`src/rtl/cdb_broadcast_arbiter_if.sv`:
```
// +----------------------------------------------------------------------------+
// | Module   : cdb_broadcast_arbiter_if                                        |
// | Brief    : Functional-unit result handshake and CDB broadcast bundle.      |
// | Revision : 1.0                                                             |
// +----------------------------------------------------------------------------+
`default_nettype none

interface cdb_broadcast_arbiter_if #(
   parameter int N_UNITS = 4,
   parameter int DATA_W  = 32,
   parameter int TAG_W   = 6
);
   logic [N_UNITS-1:0]        unit_valid;
   logic [N_UNITS-1:0]        unit_ready;
   logic [N_UNITS*TAG_W-1:0]  unit_tag;
   logic [N_UNITS*DATA_W-1:0] unit_data;
   logic                      cdb_data_valid;
   logic [TAG_W-1:0]          cdb_tag;
   logic [DATA_W-1:0]         cdb_data;

   // Functional units plus bus snoopers
   modport master (
      output unit_valid, unit_tag, unit_data,
      input  unit_ready, cdb_data_valid, cdb_tag, cdb_data
   );

   // Arbiter side
   modport slave (
      input  unit_valid, unit_tag, unit_data,
      output unit_ready, cdb_data_valid, cdb_tag, cdb_data
   );
endinterface

`default_nettype wire

```
`src/rtl/cdb_broadcast_arbiter.sv`:
```
// +----------------------------------------------------------------------------+
// | Module   : cdb_broadcast_arbiter                                           |
// | Brief    : Round-robin CDB transmitter with a one-deep buffer per unit.    |
// | Revision : 1.0                                                             |
// +----------------------------------------------------------------------------+
`default_nettype none

module cdb_broadcast_arbiter #(
   parameter int N_UNITS = 4,
   parameter int DATA_W  = 32,
   parameter int TAG_W   = 6
) (
   input  logic                    clk,
   input  logic                    rst,
   input  logic                    flush,
   cdb_broadcast_arbiter_if.slave  bus
);

   localparam int c_PTR_W = (N_UNITS > 1) ? $clog2(N_UNITS) : 1;

   logic [N_UNITS-1:0] r_buf_valid;
   logic [TAG_W-1:0]   r_buf_tag  [N_UNITS];
   logic [DATA_W-1:0]  r_buf_data [N_UNITS];
   logic [c_PTR_W-1:0] r_ptr;
   logic               r_cdb_valid;
   logic [TAG_W-1:0]   r_cdb_tag;
   logic [DATA_W-1:0]  r_cdb_data;

   logic [N_UNITS-1:0] w_grant;
   logic [N_UNITS-1:0] w_accept;
   logic [c_PTR_W-1:0] w_win;
   logic [c_PTR_W-1:0] w_ptr_nxt;
   logic               w_any;

   // Two passes: indices at/after the pointer first, then the wrapped ones.
   always_comb begin
      w_grant = '0;
      w_win   = '0;
      w_any   = 1'b0;
      for (int i = 0; i < N_UNITS; i++) begin
         if (!w_any && r_buf_valid[i] && (i >= int'(r_ptr))) begin
            w_any = 1'b1;
            w_win = c_PTR_W'(i);
         end
      end
      for (int i = 0; i < N_UNITS; i++) begin
         if (!w_any && r_buf_valid[i] && (i < int'(r_ptr))) begin
            w_any = 1'b1;
            w_win = c_PTR_W'(i);
         end
      end
      if (flush) begin
         w_any = 1'b0;
      end else if (w_any) begin
         w_grant[w_win] = 1'b1;
      end
   end

   assign w_ptr_nxt = (int'(w_win) == N_UNITS - 1) ? '0 : w_win + 1'b1;

   // A draining buffer can take a new result on the same edge.
   assign bus.unit_ready = {N_UNITS{rst & ~flush}} & (~r_buf_valid | w_grant);
   assign w_accept       = bus.unit_valid & bus.unit_ready;

   always_ff @(posedge clk) begin
      if (!rst) begin
         r_buf_valid <= '0;
         r_ptr       <= '0;
         r_cdb_valid <= 1'b0;
         r_cdb_tag   <= '0;
         r_cdb_data  <= '0;
      end else if (flush) begin
         r_buf_valid <= '0;
         r_cdb_valid <= 1'b0;
      end else begin
         for (int i = 0; i < N_UNITS; i++) begin
            if (w_accept[i]) begin
               r_buf_valid[i] <= 1'b1;
               r_buf_tag[i]   <= bus.unit_tag[i*TAG_W +: TAG_W];
               r_buf_data[i]  <= bus.unit_data[i*DATA_W +: DATA_W];
            end else if (w_grant[i]) begin
               r_buf_valid[i] <= 1'b0;
            end
         end
         if (w_any) begin
            r_cdb_valid <= 1'b1;
            r_cdb_tag   <= r_buf_tag[w_win];
            r_cdb_data  <= r_buf_data[w_win];
            r_ptr       <= w_ptr_nxt;
         end else begin
            r_cdb_valid <= 1'b0;
         end
      end
   end

   assign bus.cdb_data_valid = r_cdb_valid;
   assign bus.cdb_tag        = r_cdb_tag;
   assign bus.cdb_data       = r_cdb_data;

endmodule

`default_nettype wire

```
`src/flat_wrapper.sv`:
```
// flat-port wrapper written by rule: the top's interface ports become plain ports
module cdb_broadcast_arbiter_flat 
#(
   parameter int N_UNITS = 4,
   parameter int DATA_W  = 32,
   parameter int TAG_W   = 6
)
  (clk, rst, flush, bus_unit_valid, bus_unit_tag, bus_unit_data, bus_unit_ready, bus_cdb_data_valid, bus_cdb_tag, bus_cdb_data);
  cdb_broadcast_arbiter_if #(.N_UNITS(N_UNITS), .DATA_W(DATA_W), .TAG_W(TAG_W)) bus_i ();
  input  logic clk;
  input  logic rst;
  input  logic flush;
  input wire logic [$bits(bus_i.unit_valid)-1:0] bus_unit_valid;
  input wire logic [$bits(bus_i.unit_tag)-1:0] bus_unit_tag;
  input wire logic [$bits(bus_i.unit_data)-1:0] bus_unit_data;
  output wire logic [$bits(bus_i.unit_ready)-1:0] bus_unit_ready;
  output wire logic [$bits(bus_i.cdb_data_valid)-1:0] bus_cdb_data_valid;
  output wire logic [$bits(bus_i.cdb_tag)-1:0] bus_cdb_tag;
  output wire logic [$bits(bus_i.cdb_data)-1:0] bus_cdb_data;
  assign bus_i.unit_valid = bus_unit_valid;
  assign bus_i.unit_tag = bus_unit_tag;
  assign bus_i.unit_data = bus_unit_data;
  assign bus_unit_ready = bus_i.unit_ready;
  assign bus_cdb_data_valid = bus_i.cdb_data_valid;
  assign bus_cdb_tag = bus_i.cdb_tag;
  assign bus_cdb_data = bus_i.cdb_data;
  cdb_broadcast_arbiter #(.N_UNITS(N_UNITS), .DATA_W(DATA_W), .TAG_W(TAG_W)) u_core (.clk(clk), .rst(rst), .flush(flush), .bus(bus_i));
endmodule
```
`config.mk`:
```
export PLATFORM = sky130hd
export DESIGN_NAME = cdb_broadcast_arbiter_flat
export DESIGN_NICKNAME = d
export VERILOG_FILES = /design/src/rtl/cdb_broadcast_arbiter_if.sv /design/src/rtl/cdb_broadcast_arbiter.sv /design/src/flat_wrapper.sv
export SDC_FILE = /design/constraint.sdc
export NUM_CORES = 1
export LEC_CHECK = 0
export CAP_MARGIN = 5
export CORE_MARGIN = 1.5
export CORE_UTILIZATION = 25
export CTS_BUF_LIST = sky130_fd_sc_hd__clkbuf_4 sky130_fd_sc_hd__clkbuf_8
export DETAILED_ROUTE_END_ITERATION = 7
export DONT_BUFFER_PORTS = 1
export GPL_TIMING_DRIVEN = 0
export PLACE_DENSITY_LB_ADDON = 0.25
export SLEW_MARGIN = 25
export SYNTH_ARGS = -nofsm -noshare
export SYNTH_HDL_FRONTEND = slang
export SYNTH_SLANG_ARGS = --single-unit
```
`constraint.sdc`:
```
create_clock -name clk -period 3.7 [get_ports clk]
set_input_delay 0.74 -clock clk [delete_from_list [all_inputs] [get_ports clk]]
set_output_delay 0.74 -clock clk [all_outputs]
set_load 0.02 [all_outputs]
```
==> impl_metrics.csv <==
group,metric,value,unit
timing,period_share,93.77,%
worst_setup_path,worstPathArrival,2.73,ns
pwr,power.total,4.401,mW
cells_and_area,instances_no_fill,915,
worst_setup_path,regToRegStartpoint,"u_core.r_buf_valid[1]",
worst_setup_path,crit_fanout,11,
timing,finalWorstSetupSlack,0.2304,ns
drt,drc_errors,0,
clock_network,cts_root_buf,"clkbuf_8",
grt,grt_max_degree,39,
logic_synthesis,syn_avg_cell_area,14.73,sq um
drt,top_layer_used,"met5",
die,die_y,173.9,um
die,die_x,173.9,um
grt,track_usage,14.52,%
pwr,cellPowerDensity,535.9,mW/mm^2
clock_network,clkLatencyLatePin,0.49,ns
drt,via_count,4322,
die,core,0.02870,sq mm
worst_setup_path,startpoint_type,"register",
hold_path,hold_class,"in2reg",
cells_and_area,syn_to_final_growth,12.42,%
timing,fin_tns_setup,0,ns
clock_network,tritoncts.num_buffers,17,
pwr,seqPwrFrac,58.9,%
placement,hpwlAfterDp,14500,um
worst_setup_path,endpoint_kind,"output port",
die,row_count,62,
pwr,swShare,25.13,%
die,die_area,0.03025,sq mm
pwr,p_switching,1.106,mW
cells_and_area,multiInputGateArea,0.001639,sq mm
logic_synthesis,ys.warnings.count,0,
grt,antenna_found_initial,5,
placement,place_inst,880,
timing,rsz0062_at_grt,"false",
worst_setup_path,critPathSlowestCell,"dfxtp_1",
cells_and_area,fillers,2925,
worst_setup_path,crit_required,2.96,ns
placement,io_buffers,0,
logic_synthesis,ys_types,33,
drt,drtPass1Iterations,4,
logic_synthesis,netlist_area,0.007305,sq mm
hold_path,worstHoldStart,"bus_unit_data[41]",
timing,timing.fmax,288.2,MHz
die,start_util,25.45,%
clock_network,ctsHoldBuffers,0,
timing,drv_slew,0,
drt,vias_per_cell,4.723,
cells_and_area,num-nets-final,678,
clock_network,path_clk_slew,0.11,ns
drt,met1_length,8930,um
clock_network,cts_sinks,197,
cells_and_area,register_area,0.005465,sq mm
outcome,status,"finished, final reports clean",
timing,slew_headroom,46.45,%
clock_network,h-tree-depth,4,
grt,grt_overflow,0,
pwr,clock_power_share,33.6,%
timing,finalHoldViolCount,0,
drt,ant_nets,0,
pwr,ir_drop,0.0002025,V
logic_synthesis,synth_nets,659,
worst_setup_path,crit_type,"reg2out",
drt,wl_per_cell,23.57,um
grt,grt_pass1_wl,30870,um
pwr,p_int,3.294,mW
die,io_pins,202,
logic_synthesis,yosysSeqAreaShare,74.82,%
placement,gp_congestion,0.7556,
drt,drtIter0Drc,320,
timing,finalSetupViolCount,0,
clock_network,cts_tree,"yes",
placement,place_ws,0.2382,ns
cells_and_area,layout-drive-gt1-share,11.36,%
logic_synthesis,ys_seq_elements,197,
drt,route.met3.wl,1669,um
timing,fin_crit,3.470,ns
clock_network,cts.path.max_buffers,2,
timing,worst_slew_pin_slew,0.8003,ns
drt,wl,21570,um
pwr,pwr-share-comb,7.4,%
worst_setup_path,worstPathCellList,"a21boi_1, a2bb2oi_2, and2_4, buf_6, buf_2, ha_1, nor2b_1, nor2_1",
pwr,p_leak,2.741,nW
run,cap_violations,0,
worst_setup_path,cp-startpoint,"u_core.r_buf_valid[1]",
logic_synthesis,synth_cells,496,
worst_setup_path,max_stage_delay,0.41,ns
grt,grt_pass1_vias,4424,
timing,clock_skew,0.01484,ns
drt,route.met2.wl,10640,um
[layout make-up]
cell class / instances / area share, %
antenna: 3 / 0.09142
buffer: 33 / 2.346
clock buffer: 22 / 3.306
clock inverter: 10 / 1.646
inverter: 4 / 0.2438
multi-input combinational: 262 / 19.96
sequential: 197 / 66.55
tap: 384 / 5.851
[sequential cells by signal (all words and copies together) (netlist names)]
signal	cells
u_core.bus.cdb_data	32
u_core.bus.cdb_data_valid	1
u_core.bus.cdb_tag	6
u_core.r_buf_data	128
u_core.r_buf_tag	24
u_core.r_buf_valid	4
u_core.r_ptr	2
[metrics by stage]
stage               hold WS (ns)  area, sq um  util (%)
finish                    0.3408         8212     28.61
detailed placement        0.5236         7795     27.16
global route              0.2738         8207     28.59
global placement          0.4980         7785     27.12
floorplan                 0.4873         7305         -
CTS                       0.2854         8202     28.57
[final timing paths]
kind                               to  slack (ns)  depth (start not counted)
min           u_core.r_buf_data[1][9]        0.34                          0
max                 bus_unit_ready[1]        0.23                          8
min reg2reg    u_core.bus.cdb_data[6]        0.54                          2
max reg2reg  u_core.r_buf_data[1][28]        0.44                          9
[cells in the mapped netlist (all sizes together)]
master   instances  area, sq um
inv              4        20.02
nor2b            6        37.54
a21o             1        7.510
nor4             1        6.260
and2             6        42.54
and3            31        193.9
buf             18        136.4
a311oi          31        271.5
nand2           67        254.0
a21boi           2        15.02
a211oi          31        232.7
nor2            16        60.06
a2bb2oi          1        15.01
mux2             1        11.26
or2              1        6.260
edfxtp         152         4564
a21oi           31        155.2
mux2i           14        140.1
ha               4        50.05
o211a            1        10.01
o21ai            8        40.04
clkbuf          15        56.30
nand2b           1        6.260
a221o            1        10.01
dfxtp           45        900.9
a221oi           7        61.31
[layer usage]
layer | up-vias | global-route usage, %
met4 | 4 | 4.167
met3 | 22 | 5.949
met2 | 190 | 24.32
met1 | 2167 | 17.10
li1 | 1939 | -
met5 | - | 0
[power by group through the flow]
stage                     Combinational (mW)  Sequential, mW  Clock, mW
after floorplan                        0.223            2.62          0
after global placement                 0.328            2.65          0
after detailed placement               0.338            2.65          0
after CTS                              0.339            2.60       1.54
after global routing                   0.367            2.61       1.63
final                                  0.328            2.59       1.48
[logic make-up after synthesis]
logic type	Yosys count	share of synthesized area (%)
adder cells (fa/ha/maj)	4	0.6852
multiplexers	15	2.073
buffers and inverters	37	2.912
flip-flops	197	74.82
AND/OR/NAND/NOR	129	8.308
AO/OA/AOI/OAI	114	11.20
[cell usage in the layout, fill, tap and decap left out, types with 2 or more instances in the layout]
master      synthesis  layout
bufinv_16           0       3
a311oi_1           31      31
and2_4              2       6
inv_1               2       2
dfxtp_1            45      45
and3_1             31      31
a21oi_1            31      31
clkbuf_4            0       5
diode_2             0       3
mux2i_1            14      14
o21ai_0             8       8
ha_1                4       4
a211oi_1           31      31
edfxtp_1          152     152
nor2b_1             6       6
buf_2              12      12
clkbuf_1           15      15
a221oi_1            7       7
clkinv_1            0       2
clkbuf_8            0      17
nand2_1            66      66
clkinvlp_4          0       5
nor2_1             16      15
buf_6               5       5
[critical path, delay by kind of cell, from the launching register on]
family	cells	cell delay, ns
fa+ha+maj	1	0.20
flops	1	0.41
buf+inv	2	0.47
compound gates	2	0.53
simple gates	3	0.64
[repair_timing]
action / in CTS / in global routing
endpoints found under the setup margin: 0 / 1
hold endpoints to repair: 0 / 0
buffers inserted: 0 / 0
gates resized for setup: 0 / 1
(Power assumes the default switching activity.)
